$ cat src/rtl/branch_predictor.sv
// Bimodal branch predictor: untagged table of 2-bit counters with per-entry
// target, combinational fetch lookup, execute-stage training and mispredict stats.
module branch_predictor #(
    parameter int INDEX_BITS = 4,
    parameter int CNT_BITS   = 16
) (
    input  logic                clk,
    input  logic                rst_n,
    input  logic                pred_valid,
    input  logic [31:0]         pred_pc,
    output logic                pred_taken,
    output logic [31:0]         pred_target,
    input  logic                upd_valid,
    input  logic [31:0]         upd_pc,
    input  logic                upd_taken,
    input  logic [31:0]         upd_target,
    input  logic                upd_pred_taken,
    input  logic [31:0]         upd_pred_target,
    output logic                mispredict,
    output logic [CNT_BITS-1:0] mispredict_count
);

    localparam int DEPTH = 1 << INDEX_BITS;

    logic [1:0]            cnt_q    [DEPTH];
    logic [1:0]            cnt_d    [DEPTH];
    logic [31:0]           target_q [DEPTH];
    logic [31:0]           target_d [DEPTH];
    logic [DEPTH-1:0]      valid_q;
    logic [DEPTH-1:0]      valid_d;
    logic                  mispredict_q;
    logic                  mispredict_d;
    logic [CNT_BITS-1:0]   count_q;
    logic [CNT_BITS-1:0]   count_d;

    logic [INDEX_BITS-1:0] pred_idx;
    logic [INDEX_BITS-1:0] upd_idx;
    logic                  upd_miss;
    logic                  unused_pc_bits;

    assign pred_idx = pred_pc[INDEX_BITS+1:2];
    assign upd_idx  = upd_pc[INDEX_BITS+1:2];

    // Tables are untagged, so the upper PC bits only determine aliasing.
    assign unused_pc_bits = ^{pred_pc[31:INDEX_BITS+2], pred_pc[1:0],
                              upd_pc[31:INDEX_BITS+2], upd_pc[1:0]};

    // Lookup reads registered state only, so a same-cycle update is not bypassed.
    assign pred_taken  = pred_valid & valid_q[pred_idx] & cnt_q[pred_idx][1];
    assign pred_target = pred_taken ? target_q[pred_idx] : 32'h0;

    assign upd_miss = upd_valid &
                      ((upd_pred_taken != upd_taken) |
                       (upd_taken & upd_pred_taken & (upd_pred_target != upd_target)));

    always_comb begin
        cnt_d    = cnt_q;
        target_d = target_q;
        valid_d  = valid_q;
        if (upd_valid) begin
            if (upd_taken) begin
                if (cnt_q[upd_idx] != 2'b11) begin
                    cnt_d[upd_idx] = cnt_q[upd_idx] + 2'd1;
                end
                target_d[upd_idx] = upd_target;
                valid_d[upd_idx]  = 1'b1;
            end else if (cnt_q[upd_idx] != 2'b00) begin
                cnt_d[upd_idx] = cnt_q[upd_idx] - 2'd1;
            end
        end
    end

    always_comb begin
        mispredict_d = upd_miss;
        count_d      = count_q;
        if (upd_miss && (count_q != {CNT_BITS{1'b1}})) begin
            count_d = count_q + {{(CNT_BITS-1){1'b0}}, 1'b1};
        end
    end

    always_ff @(posedge clk) begin
        if (!rst_n) begin
            for (int i = 0; i < DEPTH; i++) begin
                cnt_q[i]    <= 2'b01;
                target_q[i] <= 32'h0;
            end
            valid_q      <= '0;
            mispredict_q <= 1'b0;
            count_q      <= '0;
        end else begin
            for (int i = 0; i < DEPTH; i++) begin
                cnt_q[i]    <= cnt_d[i];
                target_q[i] <= target_d[i];
            end
            valid_q      <= valid_d;
            mispredict_q <= mispredict_d;
            count_q      <= count_d;
        end
    end

    assign mispredict       = mispredict_q;
    assign mispredict_count = count_q;

endmodule

$ cat config.mk
export PLATFORM = sky130hd
export DESIGN_NAME = branch_predictor
export DESIGN_NICKNAME = d
export VERILOG_FILES = /design/src/rtl/branch_predictor.sv
export SDC_FILE = /design/constraint.sdc
export NUM_CORES = 1
export LEC_CHECK = 0
export BUFFER_PORTS_ARGS = -buffer_cell sky130_fd_sc_hd__clkbuf_2
export CAP_MARGIN = 20
export CORE_MARGIN = 10
export CORE_UTILIZATION = 62
export DETAILED_ROUTE_END_ITERATION = 8
export HOLD_SLACK_MARGIN = 0.05
export PLACE_DENSITY = 0.79
export SLEW_MARGIN = 10
export SYNTH_ARGS = -nofsm -noshare
export SYNTH_HDL_FRONTEND = slang
export SYNTH_SLANG_ARGS = --single-unit
$ cat constraint.sdc
create_clock -name clk -period 6.7 [get_ports clk]
set_clock_uncertainty 0.1 [all_clocks]
set_input_delay 0.335 -clock clk [delete_from_list [all_inputs] [get_ports clk]]
set_output_delay 0.335 -clock clk [all_outputs]
set_load 0.005 [all_outputs]
== Yosys cells after proc, flatten, opt, wreduce, memory -nomap -nowiden ==
Cells that the tools add are included.
W data, S select, Z words.

* Flip-flop bits (word level): 577
* Input port bits: 134
* Output and inout port bits: 50
* Logic and storage cells: 89

* $add $sub $neg: 3
* Magnitude comparators: 6
* Equal/unequal tests: 5
* Mux-type cells: 24
* Bitwise logic cells: 9
* Reduce and logical (&&, ||, !) cells: 7

{| class="wikitable"
|+ Operators by type and width
! operator !! count
|-
| $bwmux W512 || 1
|-
| $mux W32 || 7
|-
| $bmux W32 S4 || 1
|-
| $demux W32 S4 || 1
|-
| $bwmux W32 || 2
|-
| $ne A32 B32 Y1 || 1
|-
| $add A16 B1 Y16 const B || 1
|-
| $bmux W2 S4 || 2
|-
| $ne A16 B16 Y1 const B || 1
|-
| $or A16 B16 Y16 || 1
|-
| $ge A5 B5 Y1 const B || 2
|-
| $lt A4 B5 Y1 const B || 2
|-
| $mux W2 || 5
|-
| $not A4 Y5 || 2
|-
| $demux W2 S4 || 1
|-
| $and A1 B1 Y1 || 5
|-
| $lt A5 B1 Y1 const B || 1
|-
| $bmux W1 S4 || 1
|-
| $demux W1 S4 || 1
|-
| $ge A4 B1 Y1 const B || 1
|-
| $reduce_bool A2 Y1 || 2
|-
| $logic_and A1 B1 Y1 || 3
|-
| $reduce_and A3 Y1 || 1
|-
| $add A2 B1 Y2 const B || 1
|-
| 7 further kinds || 8
|}

== Longest topological paths before layout ==
Gate-level depths: netlist of run 1.

* Depth in word-level cells: 8
* Mapped depth: 14
* Gate-level depth less buffers: 12

== Worst setup path before layout of run 1 ==
Ideal clock, no wire load.

* Kind: in2reg
* From: input upd_pc[2]
* To: register cnt_q[7] (netlist name)
* Setup time: 0.128 ns
* Data arrival time: 2.965 ns
* Required time: 6.472 ns
* Setup slack: 3.508 ns
* Cell stages on the path: 11
* Path buffers: 2
* Cell sequence: buf_2 > buf_2 > mux4_2 > mux4_2 > ha_1 > mux2i_1 > nand2_1 > nor3_1 > nand3_1 > mux2i_1 > nor2_1

* Longest elaborated chain between the ends: 8
* Elaborated cells on any way between the ends: 21
* Classes of those cells: 2 x add/sub; 2 x order compare; 2 x eq/ne; 10 x mux; 1 x bitwise; 4 x reduce/logical

{| class="wikitable"
|+ RTL lines
! element !! line !! RTL
|-
| start: declaration || 14 || <nowiki>input logic [31:0] upd_pc,</nowiki>
|-
| $not A4 Y5 (implied by the code) * || n/a ||
|-
| $bmux W2 S4, or another cell as far along || n/a ||
|-
| $mux W2 (implied by the code) or $logic_and A1 B1 Y1 (tied branches) || n/a ||
|-
| $mux W2, on equally long branches || n/a ||
|-
| $sub A2 B1 Y2, or another cell as far along || 68 || <nowiki>cnt_d[upd_idx] = cnt_q[upd_idx] - 2'd1;</nowiki>
|-
| $bwmux W32, on equally long branches || 68, 63 ||
|-
| $mux W32, on equally long branches || 67, 62 ||
|-
| $mux W32 || 61 || <nowiki>if (upd_taken) begin</nowiki>
|-
| end signal: indexed assignment || 92 || <nowiki>cnt_q[i] <= cnt_d[i];</nowiki>
|-
| end: declaration || 25 || <nowiki>logic [1:0] cnt_q [DEPTH];</nowiki>
|}

Mark *: on every way between the ends. The rest lies on a longest branch, timed or not. The select of a mux whose other input is x is not followed.
A chain may end at the register's enable or synchronous reset.

== Final worst setup path of run 1 ==
* From: input pred_pc[4]
* To: output pred_target[0]

* Longest elaborated chain between the ends: 6
* Elaborated cells on any way between the ends: 12
* Classes of those cells: 9 x mux; 3 x bitwise

{| class="wikitable"
|+ RTL lines
! element !! line !! RTL
|-
| start: declaration || 10 || <nowiki>input logic [31:0] pred_pc,</nowiki>
|-
| $not A4 Y5 (implied by the code) || 49, 50 ||
|-
| $bmux W2 S4 || 49 || <nowiki>assign pred_taken = pred_valid & valid_q[pred_idx] & cnt_q[pred_idx][1];</nowiki>
|-
| $mux W2 (implied by the code) (2 in series) || 49 ||
|-
| $and A1 B1 Y1 || 49 ||
|-
| $mux W32 * || 50 || <nowiki>assign pred_target = pred_taken ? target_q[pred_idx] : 32'h0;</nowiki>
|-
| end: declaration || 12 || <nowiki>output logic [31:0] pred_target,</nowiki>
|}

Marks and branches as above.

==> results of run 1 <==
-- synthesized netlist by cell type, drive strengths merged, types with 2 or more instances --
cell	number
xor2	33
buf	81
nor2b	37
nand4	5
nor4	9
ha	4
mux4	170
dfxtp	577
clkbuf	199
a21oi	535
mux2i	10
o211ai	17
nand3	39
and3	4
and4	3
nor2	61
nand2	1098
inv	5
o31ai	2
o21ai	22
or3	11
nor3	7
nand2b	3
o211a	2
-- stage by stage --
stage / total power (W) / worst slack [ps] / hold WS, ps
final: 0.00734 / 3040 / 69.1
after floorplan: 0.00384 / 3510 / 333
after CTS: 0.00732 / 3050 / 54.2
after global routing: 0.00751 / 2860 / 90.1
after detailed placement: 0.00396 / 2690 / 343
after global placement: 0.00395 / 2750 / 338
-- how the worst max path moves through the flow --
stage                     depth (start not counted)  slack, ps         endpoint        from
after global placement                           12       2750         cnt_q[7]   upd_pc[2]
after global routing                              8       2860   pred_target[0]  pred_pc[4]
after floorplan                                  11       3510         cnt_q[7]   upd_pc[2]
after CTS                                         6       3050  pred_target[27]  pred_pc[4]
after detailed placement                         12       2690         cnt_q[7]   upd_pc[2]
final                                             8       3040   pred_target[0]  pred_pc[4]
-- layer usage --
metal  wire length [um]  track usage
met5                  9            0
met2              37300        0.497
met4               4240        0.173
met1              28100        0.375
met3               9740       0.0674
-- cell type report --
type | instances | area, sq um
Multi-Input combinational cell | 2080 | 12600
Clock inverter | 18 | 279
Tap cell | 525 | 657
Antenna cell | 4 | 10.0
Fill cell | 2999 | 12100
Inverter | 5 | 26.3
Timing Repair Buffer | 174 | 1080
Sequential cell | 577 | 11600
Clock buffer | 87 | 1760
-- placed cells by master, fill, tap and decap left out, drive strengths merged, types with 3 or more instances in the layout --
cell type	count
nor4	9
or3	11
nand4	5
nand2	1098
clkbuf	212
nand3	39
nor2	61
and3	4
o211ai	17
mux4	170
nand2b	3
diode	4
xor2	33
and4	3
a21oi	535
buf	49
ha	4
nor3	7
nor2b	37
dfxtp	577
clkinv	9
o21ai	22
bufinv	7
inv	6
mux2i	10
-- report_power, final --
part / internal, W / switching [W]
clock: 0.00207 / 0.00137
sequential: 0.00346 / 0.0000164
combinational: 0.000123 / 0.000301
total: 0.00566 / 0.00169
-- cells by family after synthesis --
kind of cell	Yosys count	share of synthesized area
XOR/XNOR	34	0.0121
AO/OA/AOI/OAI	582	0.121
AND/OR/NAND/NOR	1279	0.202
buffers and inverters	285	0.0484
adder cells (fa/ha/maj)	4	0.00198
flip-flops	577	0.458
multiplexers	181	0.156
-- worst max-delay path, stage by stage --
cell      delay (ps)
clkbuf_8         740
buf_4            550
nor2_1            90
o311ai_0         320
o211ai_1         210
buf_4            310
nor2b_1          420
clkbuf_2         200
-- registers in the layout (all words and copies together), names as in the netlist, named ones only --
signal,cells
target_q,512
cnt_q,16
mispredict_count,16
valid_q,16
mispredict,1
==> qor.yml, run 1 <==
outcome:
  status: "finished clean"
worst_hold_path:
  worstHoldStart: "upd_target[16]"
  hold_path_depth: 3
  min_path_type: "primary input to flip-flop"
  hold_end: "target_q[176]"
critical_path:
  crit_arrival_ps: 3230
  cp-start-kind: "primary input"
  rr_worst_depth: 11
  path_max_fanout: 82
  ff2ff_setup_slack_ps: 3310
  cp-end-kind: "output port"
  crit_type: "primary input to output port"
  rr_endpoint: "cnt_q[7]"
  cp.required_ps: 6260
logic_synthesis:
  syn_area_sq_um: 25200
  yosysSeqAreaShare: 0.458
  synthesis.instances: 2942
  synth_nets: 3080
  synth-warning-count: 0
  ys_types: 44
  synth_ff_type: "dfxtp_1"
  netlist_top_cells_area: "dfxtp_1 (46%), nand2_1 (16%), mux4_2 (15%)"
  yosysTopAreaCell: "dfxtp_1"
  async_reset_ff_frac: 0
  syn_area_per_cell_sq_um: 8.57
  synth_edf_count: 0
  synth.top_cell.area_share: 0.458
  synth_seq_cells: 577
placed_design:
  port_buffers: 127
  gp_congestion: 0.848
  dpl.cell_count: 3358
  dpl.hpwl_mm: 45.8
  placed_area_sq_um: 25800
cells_and_area:
  drive_above_1_share: 0.165
  fin_cells: 3470
  syn_to_final_growth_pct: 10.8
  postLayoutCellArea_sq_um: 27900
  post-route-util: 0.699
  nets: 3033
routing:
  wl_mm: 79.3
  avgRoutedWirePerCell_um: 22.9
  dr.pass1.iters: 8
  drc: 0
  ant_nets: 0
  num_vias: 22100
  avgViaCountPerCell: 6.37
  dr.first_iter.drc_count: 3332
clocking:
  post_cts_buffers: 0
  cts_sinks: 577
  clk_latency_ps: 620
  root_buffer: "clkbuf_16"
  cts_buffers: 57
  ctsLongestPathBuffers: 3
  clk_pin_slew_ps: 60
  postCtsResizedCells: 0
  tritoncts: "yes"
  htree_num_levels: 2
  ctsHoldBuffers: 0
power_and_ir_drop:
  peakVddDrop_v: 0.000194
  power_density_nw_per_um2: 263
  power.leakage_nw: 9.31
grt:
  grt_usage: 0.308
  grt_pass1_vias: 21400
  grt_pass1_wl_mm: 120
  grt.overflow.total: 0
  antenna_found_initial: 5
  grt_max_degree: 227
timing:
  setup_viol: 0
  tightest_slew_ps: 1180
  finalSetupTns_ps: 0
  period_share: 0.547
  relSlewSlack: 0.211
  fmax_mhz: 273
  rsz0062_at_grt: "false"
  fin_crit_ps: 3660
  final_hold_viol_count: 0
  final-max-slew-violation-count: 0
floorplanning:
  die_h_um: 222
  ioPinCount: 184
  core_sq_um: 40000
  start_util: 0.630
  num_rows: 73
  fp.dieW_um: 222
  die_area_sq_um: 49100
flow_run:
  maxCapViolCount: 0
Power figures use the tool's default switching activity.
==> inputs of run 2 (changes only) <==
--- a/config.mk
+++ b/config.mk
@@ -8,10 +8,10 @@
 export BUFFER_PORTS_ARGS = -buffer_cell sky130_fd_sc_hd__clkbuf_2
 export CAP_MARGIN = 20
 export CORE_MARGIN = 10
-export CORE_UTILIZATION = 62
+export CORE_UTILIZATION = 55
 export DETAILED_ROUTE_END_ITERATION = 8
 export HOLD_SLACK_MARGIN = 0.05
-export PLACE_DENSITY = 0.79
+export PLACE_DENSITY = 0.74
 export SLEW_MARGIN = 10
 export SYNTH_ARGS = -nofsm -noshare
 export SYNTH_HDL_FRONTEND = slang
==> constraint.sdc (replaced) <==
create_clock -name clk -period 3.3 [get_ports clk]
set_clock_uncertainty 0.1 [all_clocks]
set_input_delay 0.165 -clock clk [delete_from_list [all_inputs] [get_ports clk]]
set_output_delay 0.165 -clock clk [all_outputs]
set_load 0.005 [all_outputs]
==> run 2 against run 1 <==
Against the previous run: power grew 100%; global-route usage decreased by 1.5 points; critical endpoint is now cnt_q[3]; final cell count rose by 4.0%; clock power up 96%; worst setup slack got worse by 2700 ps; first-iteration DRC count fell by 11%; combinational power grew 120%; sequential power is 100% higher; sequential share of layout area fell by 1.1 points; hold slack better by 8.2 ps; register-to-register slack lost 3000 ps; core utilization fell by 6.5 points; largest cell class unchanged.
==> qor.yml, run 2 (same netlist as run 1, synthesis figures left out) <==
outcome:
  status: "finished clean"  # unchanged
timing:
  fin_crit_ps: 2980
  final_hold_viol_count: 0  # unchanged
  setup_ws_ps: 319  # was 3040 ps
  relSlewSlack: 0.337  # was 0.211
  fin_hold_ws_ps: 77.3  # was 69.1 ps
  finalSetupTns_ps: 0  # unchanged
  setup_viol: 0  # unchanged
  tightest_slew_ps: 991  # was 1180 ps
  period_share: 0.903
  fmax_mhz: 335
  rsz0062_at_grt: "false"  # unchanged
  final-max-slew-violation-count: 0  # unchanged
routing:
  num_vias: 22300  # was 22100
  wl_mm: 81.1  # was 79.3 mm
  ant_nets: 0  # unchanged
  dr.first_iter.drc_count: 2962  # was 3332
  avgRoutedWirePerCell_um: 22.5  # was 22.9 um
  avgViaCountPerCell: 6.17  # was 6.37
  drc: 0  # unchanged
  dr.pass1.iters: 7  # was 8
power_and_ir_drop:
  finalPower_w: 0.0148  # was 0.00734 W
  power.leakage_nw: 9.64  # was 9.31 nW
  internal_power_w: 0.0113  # was 0.00566 W
  p_comb_frac: 0.064  # was 0.058
  power.switching_w: 0.00344  # was 0.00169 W
  power_density_nw_per_um2: 514  # was 263 nW/um^2
  clock_power_share: 0.458  # was 0.469
  seqPwrFrac: 0.478  # was 0.473
  power_switching_share: 0.233  # was 0.230
  peakVddDrop_v: 0.000389  # was 0.000194 V
clocking:
  postCtsResizedCells: 0  # unchanged
  clk_pin_slew_ps: 60  # about the same
  ctsLongestPathBuffers: 3  # unchanged
  cts_sinks: 577  # unchanged
  clk_latency_ps: 620  # about the same
  cts_buffers: 57  # unchanged
  root_buffer: "clkbuf_16"  # unchanged
  htree_num_levels: 2  # unchanged
  tritoncts: "yes"  # unchanged
worst_hold_path:
  min_path_type: "primary input to flip-flop"  # unchanged
cells_and_area:
  syn_to_final_growth_pct: 13.9  # was 10.8%
  drive_above_1_share: 0.176  # was 0.165
  nets: 3099  # was 3033
  layout_common_cells: "nand2_1 (1086), dfxtp_1 (577), a21oi_1 (528)"  # was nand2_1 (1098), dfxtp_1 (577), a21oi_1 (528)
  top_register: "target_q"  # unchanged
  n_fill_cell: 3676  # was 2999
  final_common_cell: "nand2_1"  # unchanged
  largest_reg_flops: 512  # unchanged
flow_run:
  maxCapViolCount: 0  # unchanged
critical_path:
  cp-end-kind: "flip-flop"  # was output port
  cp-start-kind: "flip-flop"  # was primary input
  slowest_stage: "mux4_2"  # was clkbuf_8
  crit_type: "flip-flop to flip-flop"  # was primary input to output port
  cp.required_ps: 3680  # was 6260 ps
  cp_cell_sequence: "mux4_2 > mux2_2 > o21ai_2 > inv_2 > ha_1 > mux2i_1 > nand2_1 > nor2_1 > nand3_1 > mux2i_1 > nor2_1"  # was clkbuf_8 > buf_4 > nor2_1 > o311ai_0 > o211ai_1 > buf_4 > nor2b_1 > clkbuf_2
  path_max_fanout: 7  # was 82
  slowest_delay_ps: 480  # was 740 ps
  crit_arrival_ps: 3360  # was 3230 ps
grt:
  grtUsageMet1: 0.362  # was 0.375
  grt.overflow.total: 0  # unchanged
  grt_usage: 0.293  # was 0.308
  grt_max_degree: 121  # was 227
  grt_util_met3: 0.0702  # was 0.0674
  top_usage_layer: "met2"  # unchanged
  grt_pass1_wl_mm: 125  # was 120 mm
  grtUsageMet2: 0.481  # was 0.497
  grt_pass1_vias: 21700  # was 21400
  antenna_found_initial: 3  # was 5
floorplanning:
  start_util: 0.556  # was 0.630
  num_rows: 78  # was 73
  core_sq_um: 45400  # was 40000 sq um
  ioPinCount: 184  # unchanged
  fp.dieW_um: 234  # was 222 um
  die_area_sq_um: 54800  # was 49100 sq um
  die_h_um: 234  # was 222 um
placed_design:
  dpl.hpwl_mm: 48.2  # was 45.8 mm
  gp_congestion: 0.872  # was 0.848
  pre_cts_ws_ps: 99.8  # was 2690 ps
  port_buffers: 127  # unchanged
## run 2: final timing paths
check	from	endpoint	slack (ps)	cells past startpoint
max	flip-flop	cnt_q[3]	320	11
min	upd_pred_taken	mispredict	80	5
min reg2reg	target_q[275]	target_q[275]	350	2
max reg2reg	flip-flop	cnt_q[3]	320	11
## run 2: power by group through the flow
stage | clock (W) | sequential (W) | combinational [W]
after floorplan | 0 | 0.00720 | 0.000596
after global placement | 0 | 0.00721 | 0.000872
after detailed placement | 0 | 0.00721 | 0.000889
after CTS | 0.00678 | 0.00706 | 0.000930
after global routing | 0.00708 | 0.00706 | 0.00100
final | 0.00675 | 0.00706 | 0.000946
## run 2: area by class of cell
type	count	area [sq um]	area share
clock buffers	84	1730	0.0601
repair buffers	240	1840	0.0639
diodes	5	12.5	0.000435
clock inverters	17	221	0.00771
multi-input cells	2080	12600	0.439
inverters	5	26.3	0.000914
flip-flops and latches	577	11600	0.402
well taps	600	751	0.0261
## run 2: what timing repair did
item / in CTS / in global routing
hold buffers: 35 / 0
endpoints found under the hold margin: 526 / 0
buffers inserted: 0 / 0
## run 2: routing by layer
layer  up-vias  part of all wire
met2      1322              0.48
met5         -           0.00016
met4         2             0.043
met3       268              0.11
met1     10700              0.36
li1       9930                 -
## run 2: metrics by stage
step | utilization | cell area [sq um] | cells
2_1_floorplan | - | 25200 | 2942
3_3_place_gp | 0.582 | 26400 | 3467
3_5_place_dp | 0.582 | 26400 | 3467
4_1_cts | 0.633 | 28700 | 3603
5_1_grt | 0.633 | 28700 | 3605
6_report | 0.633 | 28700 | 3608
## run 2: worst max-delay path: cells and delay by family, from the launching register on
| family | cells | cell delay, ps |
|---|---|---|
| AO/OA/AOI/OAI | 1 | 210 |
| adder cells (fa/ha/maj) | 1 | 190 |
| buffers and inverters | 1 | 60 |
| flip-flops | 1 | 320 |
| multiplexers | 4 | 1110 |
| AND/OR/NAND/NOR | 4 | 850 |
